--- src/rtl/shift_left_pkg.sv ---
// Shared helpers for the shift_left barrel shifter: derived widths and default size.
package shift_left_pkg;

    localparam int DEF_DIW = 32'd4;

    function automatic int sl_sw(input int diw);
        return $clog2(diw);
    endfunction

    function automatic int sl_dow(input int diw);
        return (32'd2 * diw) - 32'd1;
    endfunction

endpackage

--- src/rtl/shift_left_stage.sv ---
// One barrel-shifter stage: shifts left by the fixed amount SH when enabled, else passes through.
module shift_left_stage #(
    parameter int W  = 32'd7,
    parameter int SH = 32'd1
) (
    input  logic         en_i,
    input  logic [W-1:0] data_i,
    output logic [W-1:0] data_o
);

    // Conditional fixed shift.
    always_comb begin
        if (en_i) begin
            data_o = data_i << SH;
        end else begin
            data_o = data_i;
        end
    end

endmodule

--- src/rtl/shift_left.sv ---
// Registered logical left barrel shifter with valid qualifier.
// Define SHIFT_LEFT_PIPE_EN to cut the stage chain with an extra register (latency 2).
module shift_left
    import shift_left_pkg::*;
#(
    parameter int DIW = DEF_DIW
) (
    input  logic                     clk,
    input  logic                     rst_n,
    input  logic                     in_valid,
    input  logic [DIW-1:0]           a,
    input  logic [sl_sw(DIW)-1:0]    n,
    output logic                     out_valid,
    output logic [sl_dow(DIW)-1:0]   y
);

    localparam int SW  = sl_sw(DIW);
    localparam int DOW = sl_dow(DIW);
    localparam int CUT = SW / 32'd2;
    localparam logic [SW:0] DIW_C = (SW+1)'(DIW);

    logic [DOW-1:0] base_s;
    logic [DOW-1:0] st_s [SW];
    logic [DOW-1:0] res_s;
    logic           res_v_s;
    logic [DOW-1:0] y_d;
    logic [DOW-1:0] y_q;
    logic           out_valid_q;

    // Out-of-range amounts are zeroed at the source so every later stage sees a zero operand.
    always_comb begin
        if ({1'b0, n} < DIW_C) begin
            base_s = {{(DOW-DIW){1'b0}}, a};
        end else begin
            base_s = {DOW{1'b0}};
        end
    end

`ifdef SHIFT_LEFT_PIPE_EN
    logic [DOW-1:0] mid_d;
    logic [DOW-1:0] mid_q;
    logic [SW-1:0]  n_mid_d;
    logic [SW-1:0]  n_mid_q;
    logic           mid_v_q;

    // Mid-pipeline capture; data and remaining shift bits hold while idle.
    always_comb begin
        if (in_valid) begin
            mid_d   = st_s[CUT];
            n_mid_d = n;
        end else begin
            mid_d   = mid_q;
            n_mid_d = n_mid_q;
        end
    end

    // Mid-pipeline registers.
    always_ff @(posedge clk) begin
        if (!rst_n) begin
            mid_q   <= {DOW{1'b0}};
            n_mid_q <= {SW{1'b0}};
            mid_v_q <= 1'b0;
        end else begin
            mid_q   <= mid_d;
            n_mid_q <= n_mid_d;
            mid_v_q <= in_valid;
        end
    end
`endif

    for (genvar k = 0; k < SW; k++) begin : g_stage
        logic [DOW-1:0] in_s;
        logic           en_s;
        if (k == 0) begin : g_first
            assign in_s = base_s;
            assign en_s = n[0];
`ifdef SHIFT_LEFT_PIPE_EN
        end else if (k == CUT + 1) begin : g_cut
            assign in_s = mid_q;
            assign en_s = n_mid_q[k];
        end else if (k > CUT + 1) begin : g_late
            assign in_s = st_s[k-1];
            assign en_s = n_mid_q[k];
`endif
        end else begin : g_early
            assign in_s = st_s[k-1];
            assign en_s = n[k];
        end

        shift_left_stage #(
            .W  (DOW),
            .SH (1 << k)
        ) u_stage (
            .en_i   (en_s),
            .data_i (in_s),
            .data_o (st_s[k])
        );
    end

`ifdef SHIFT_LEFT_PIPE_EN
    if (CUT == SW - 1) begin : g_res_mid
        assign res_s = mid_q;
    end else begin : g_res_last
        assign res_s = st_s[SW-1];
    end
    assign res_v_s = mid_v_q;
`else
    assign res_s   = st_s[SW-1];
    assign res_v_s = in_valid;
`endif

    // Output holds its last result through idle cycles.
    always_comb begin
        if (res_v_s) begin
            y_d = res_s;
        end else begin
            y_d = y_q;
        end
    end

    // Output registers.
    always_ff @(posedge clk) begin
        if (!rst_n) begin
            y_q         <= {DOW{1'b0}};
            out_valid_q <= 1'b0;
        end else begin
            y_q         <= y_d;
            out_valid_q <= res_v_s;
        end
    end

    assign y         = y_q;
    assign out_valid = out_valid_q;

endmodule

--- config.mk ---
export PLATFORM = sky130hd
export DESIGN_NAME = shift_left
export DESIGN_NICKNAME = d
export VERILOG_FILES = /design/src/rtl/shift_left_pkg.sv /design/src/rtl/shift_left_stage.sv /design/src/rtl/shift_left.sv
export SDC_FILE = /design/constraint.sdc
export NUM_CORES = 1
export LEC_CHECK = 0
export CAP_MARGIN = 25
export CORE_AREA = 2 2 39 41
export CTS_CLUSTER_DIAMETER = 200
export DETAILED_ROUTE_END_ITERATION = 16
export DIE_AREA = 0 0 41 43
export GPL_TIMING_DRIVEN = 0
export PLACE_DENSITY = 0.68
export RECOVER_POWER = 100
export SLEW_MARGIN = 20
export SYNTH_ARGS = -nofsm -noshare
export SYNTH_HDL_FRONTEND = slang
export SYNTH_SLANG_ARGS = --single-unit
--- constraint.sdc ---
create_clock -name clk -period 0.9 [get_ports clk]
set_input_delay 0.09 -clock clk [delete_from_list [all_inputs] [get_ports clk]]
set_output_delay 0.09 -clock clk [all_outputs]
set_load 0.05 [all_outputs]
==> results.md <==
* Antenna Cells at 0
* Final worst-path setup slack at 0.0220 ns
* Clock latency on the worst-skew pair at 0.26 ns
* Reg power frac at 43.1%
* TritonCTS clock tree: built
* Num ports at 17
* Maximum clock path buffer count at 2
* Power Total at 886 µW
* Largest stage delay, worst path at 0.33 ns
* Worst VDD drop at 0.669 mV
* Final Cycle Share at 97.6%
* Req. time, crit path at 0.81 ns
* Avg Vias per Cell at 4.72
* Final setup TNS at 0 ns
* Sw Share at 30.2%
* Hold buffers post-CTS at 0
* Root buffer cell: clkbuf_4
* WHS Path Cells at 3
* Initial antenna violation count at 0
* Status: finished, final reports clean
* Worst-Margin Slew at 0.366 ns
* Reg-to-reg startpoint: y[1]
* CP top delay family: flip-flops
* Die Span Y at 43 µm
* Total CTS buffers at 3
* CTS Sinks at 8
* Largest area contributor in the synthesized netlist: dfxtp_1
* LEAKAGE at 0.000258 µW
* Startpoint Class: flip-flop
* Flops & latches, synth at 8
* Die area at 0.00176 mm²
* Slew Viols, Final at 0
* CP bufs+invs at 1
* Asr flop ratio synth at 0%
* Min Tclk post-route at 0.878 ns
* FILL cells at 143
* RSZ-0062 raised after global routing: no
* Startpoint of the worst hold path: n[0]
* Drt pass-1 iters at 2
* Vias after detailed routing at 349
* Syn Area/Cell at 9.53 µm²
* Die extent in x at 41 µm
* Initial Util at 28.9%
* Ys flop type: dfxtp_1
* Reg2reg end: y[1]
* Pre-CTS worst setup slack at -0.369 ns
* CP endpoint kind: primary output
* Mapped Cells at 42
* Reg2reg setup slack at 0.20 ns
* Post-synth EDFFs at 0
* Arr. time, crit path at 0.79 ns
* Power share of the combinational group at 24.6%
* Layout cell share with drive strength beyond 1 at 32.8%
* Endpoints failing setup at 0
* Slew Limit Headroom at 75.6%
* Yosys warns at 0
* Tot GR Track Use at 12.1%
* Power Internal at 618 µW
* Gr ovfl total at 0
* Vias in the first global route at 304
* Sequential share of the synthesized area at 40.0%
* Slowest-stage cell, CP: dfxtp_1
* Setup bufs post-CTS at 0
* Worst r2r path cells at 2
* Critical setup path kind: flip-flop to primary output
* Post-synth cell types at 24
* I/O Buffers at 13
* Num rows at 14
* CP Cell Sequence: buf_4
* WHS Endpoint: y[6]
* Fin. Hold Viols at 0
* Worst-path clk slew at 0.06 ns
* Cell Area, Synth at 400 µm²
* P&R area growth vs syn at 44.7%
* Clk pwr share at 32.3%
* First-pass GRT wire length at 1360 µm
* Clock Skews at 0 ns
* Maximum Capacitance Violations at 0
* Max Fanout on Critical Path at 2
* Net Count, Synth at 51
* DR iter-0 viols at 5
* Core area at 0.00138 mm²
* P per Cell Area at 1530 mW/mm²
* Top-area cell type share of the netlist area at 40.0%
* Wire length per cell at 11.5 µm
* Post-DRT Antenna Nets at 0
* # nets final at 69
* Number of remaining DRC errors at 0
* Fmax at 1140 MHz
* Min-delay worst type: input port to flip-flop
* Total length of routed wires at 849 µm
* Synth top area cells: dfxtp_1 (40%), mux2i_1 (7.5%), buf_6 (5.6%), nand3b_1 (3.8%), o21a_1 (3.8%)
* CTS H-tree depth at 1
* RePlAce Congestion at 0.702
* Largest net degree at the start of global routing at 11
* Sw Pwr at 268 µW
-- sequential cells by signal (all words and copies together), names as in the netlist --
name and count:
y 7, out_valid 1
-- routing by layer --
metal | GRT usage, % | up-vias | part of all wire, %
li1 | - | 182 | -
met1 | 15.5 | 150 | 44
met3 | 3.14 | 5 | 8.0
met5 | 0 | - | 0
met2 | 15.9 | 12 | 44
met4 | 10.0 | 0 | 4.0
-- metrics by stage --
step                      instances  hold slack (ns)  area (µm²)  utilization, %
after global routing             74            0.187         579            41.9
after CTS                        74            0.124         561            40.5
after floorplan                  42            0.264         407               -
after global placement           71            0.395         557            40.2
final                            74            0.143         579            41.9
after detailed placement         71            0.398         557            40.2
-- synthesized netlist by cell type (2+ instances only) --
cell type  n
dfxtp_1    8
mux2i_1    3
a21oi_1    2
and2_1     2
buf_6      2
nand2_1    2
nand2b_1   2
nand3b_1   2
nor2b_1    2
o21a_1     2
o21ai_0    2
-- worst reg2reg max path: stages, from the launching register on --
cell	delay, ns
dfxtp_1	0.30
nor2b_1	0.12
o21a_1	0.18
-- cell usage in the layout, fill, tap and decap left out, types with 2 or more instances in the layout --
cell            count
dfxtp_1             7
clkbuf_4            3
nand2_1             2
nand3b_1            2
a21oi_1             2
o21ai_0             2
mux2i_2             2
dlymetal6s2s_1      3
nand2b_1            2
buf_4               8
nor2b_1             2
o21a_1              2
buf_6               3
-- logic make-up (layout without fill, tap and decap cells) --
kind of cell | after synthesis | after routing | synth area share, %
buffers and inverters | 5 | 21 | 8.75
AOI/OAI and AO/OA | 12 | 12 | 20.9
DFF | 8 | 8 | 40.0
and+or+nand+nor | 14 | 14 | 22.8
muxes | 3 | 3 | 7.50
-- area by class of cell --
class                      instances  area, µm²  share of cell area, %
buffer                             4       33.8                   5.83
clock buffer                       3       22.5                   3.89
sequential                         8        161                   27.9
inverter                           1       3.75                  0.648
tap                               16       20.0                   3.46
timing repair buffer              13        120                   20.7
multi-input combinational         29        218                   37.6
-- power by group through the flow --
| stage | Sequential [µW] | Combinational [µW] | Clock, µW |
|---|---|---|---|
| global placement | 390 | 216 | 0 |
| global route | 384 | 235 | 305 |
| CTS | 383 | 212 | 293 |
| finish | 382 | 218 | 286 |
| detailed placement | 390 | 216 | 0 |
| floorplan | 455 | 77.1 | 0 |
-- worst max path at each step --
| stage | start | endpoint | slack [ns] | cells after the start |
|---|---|---|---|---|
| final | y[2] | y[2] | 0.02 | 1 |
| after global routing | y[6] | y[6] | 0.003 | 1 |
| after CTS | y[6] | y[6] | 0.02 | 1 |
| after detailed placement | in_valid | y[3] | -0.37 | 4 |
| after global placement | in_valid | y[5] | -0.37 | 4 |
| after floorplan | y[3] | y[3] | 0.02 | 2 |
-- what timing repair did --
action | in CTS | in global routing
resized for setup | 50 | 7
setup endpoints to repair | 13 | 3
pin swaps | 0 | 0
No activity file was read; power rests on OpenSTA's default activity.
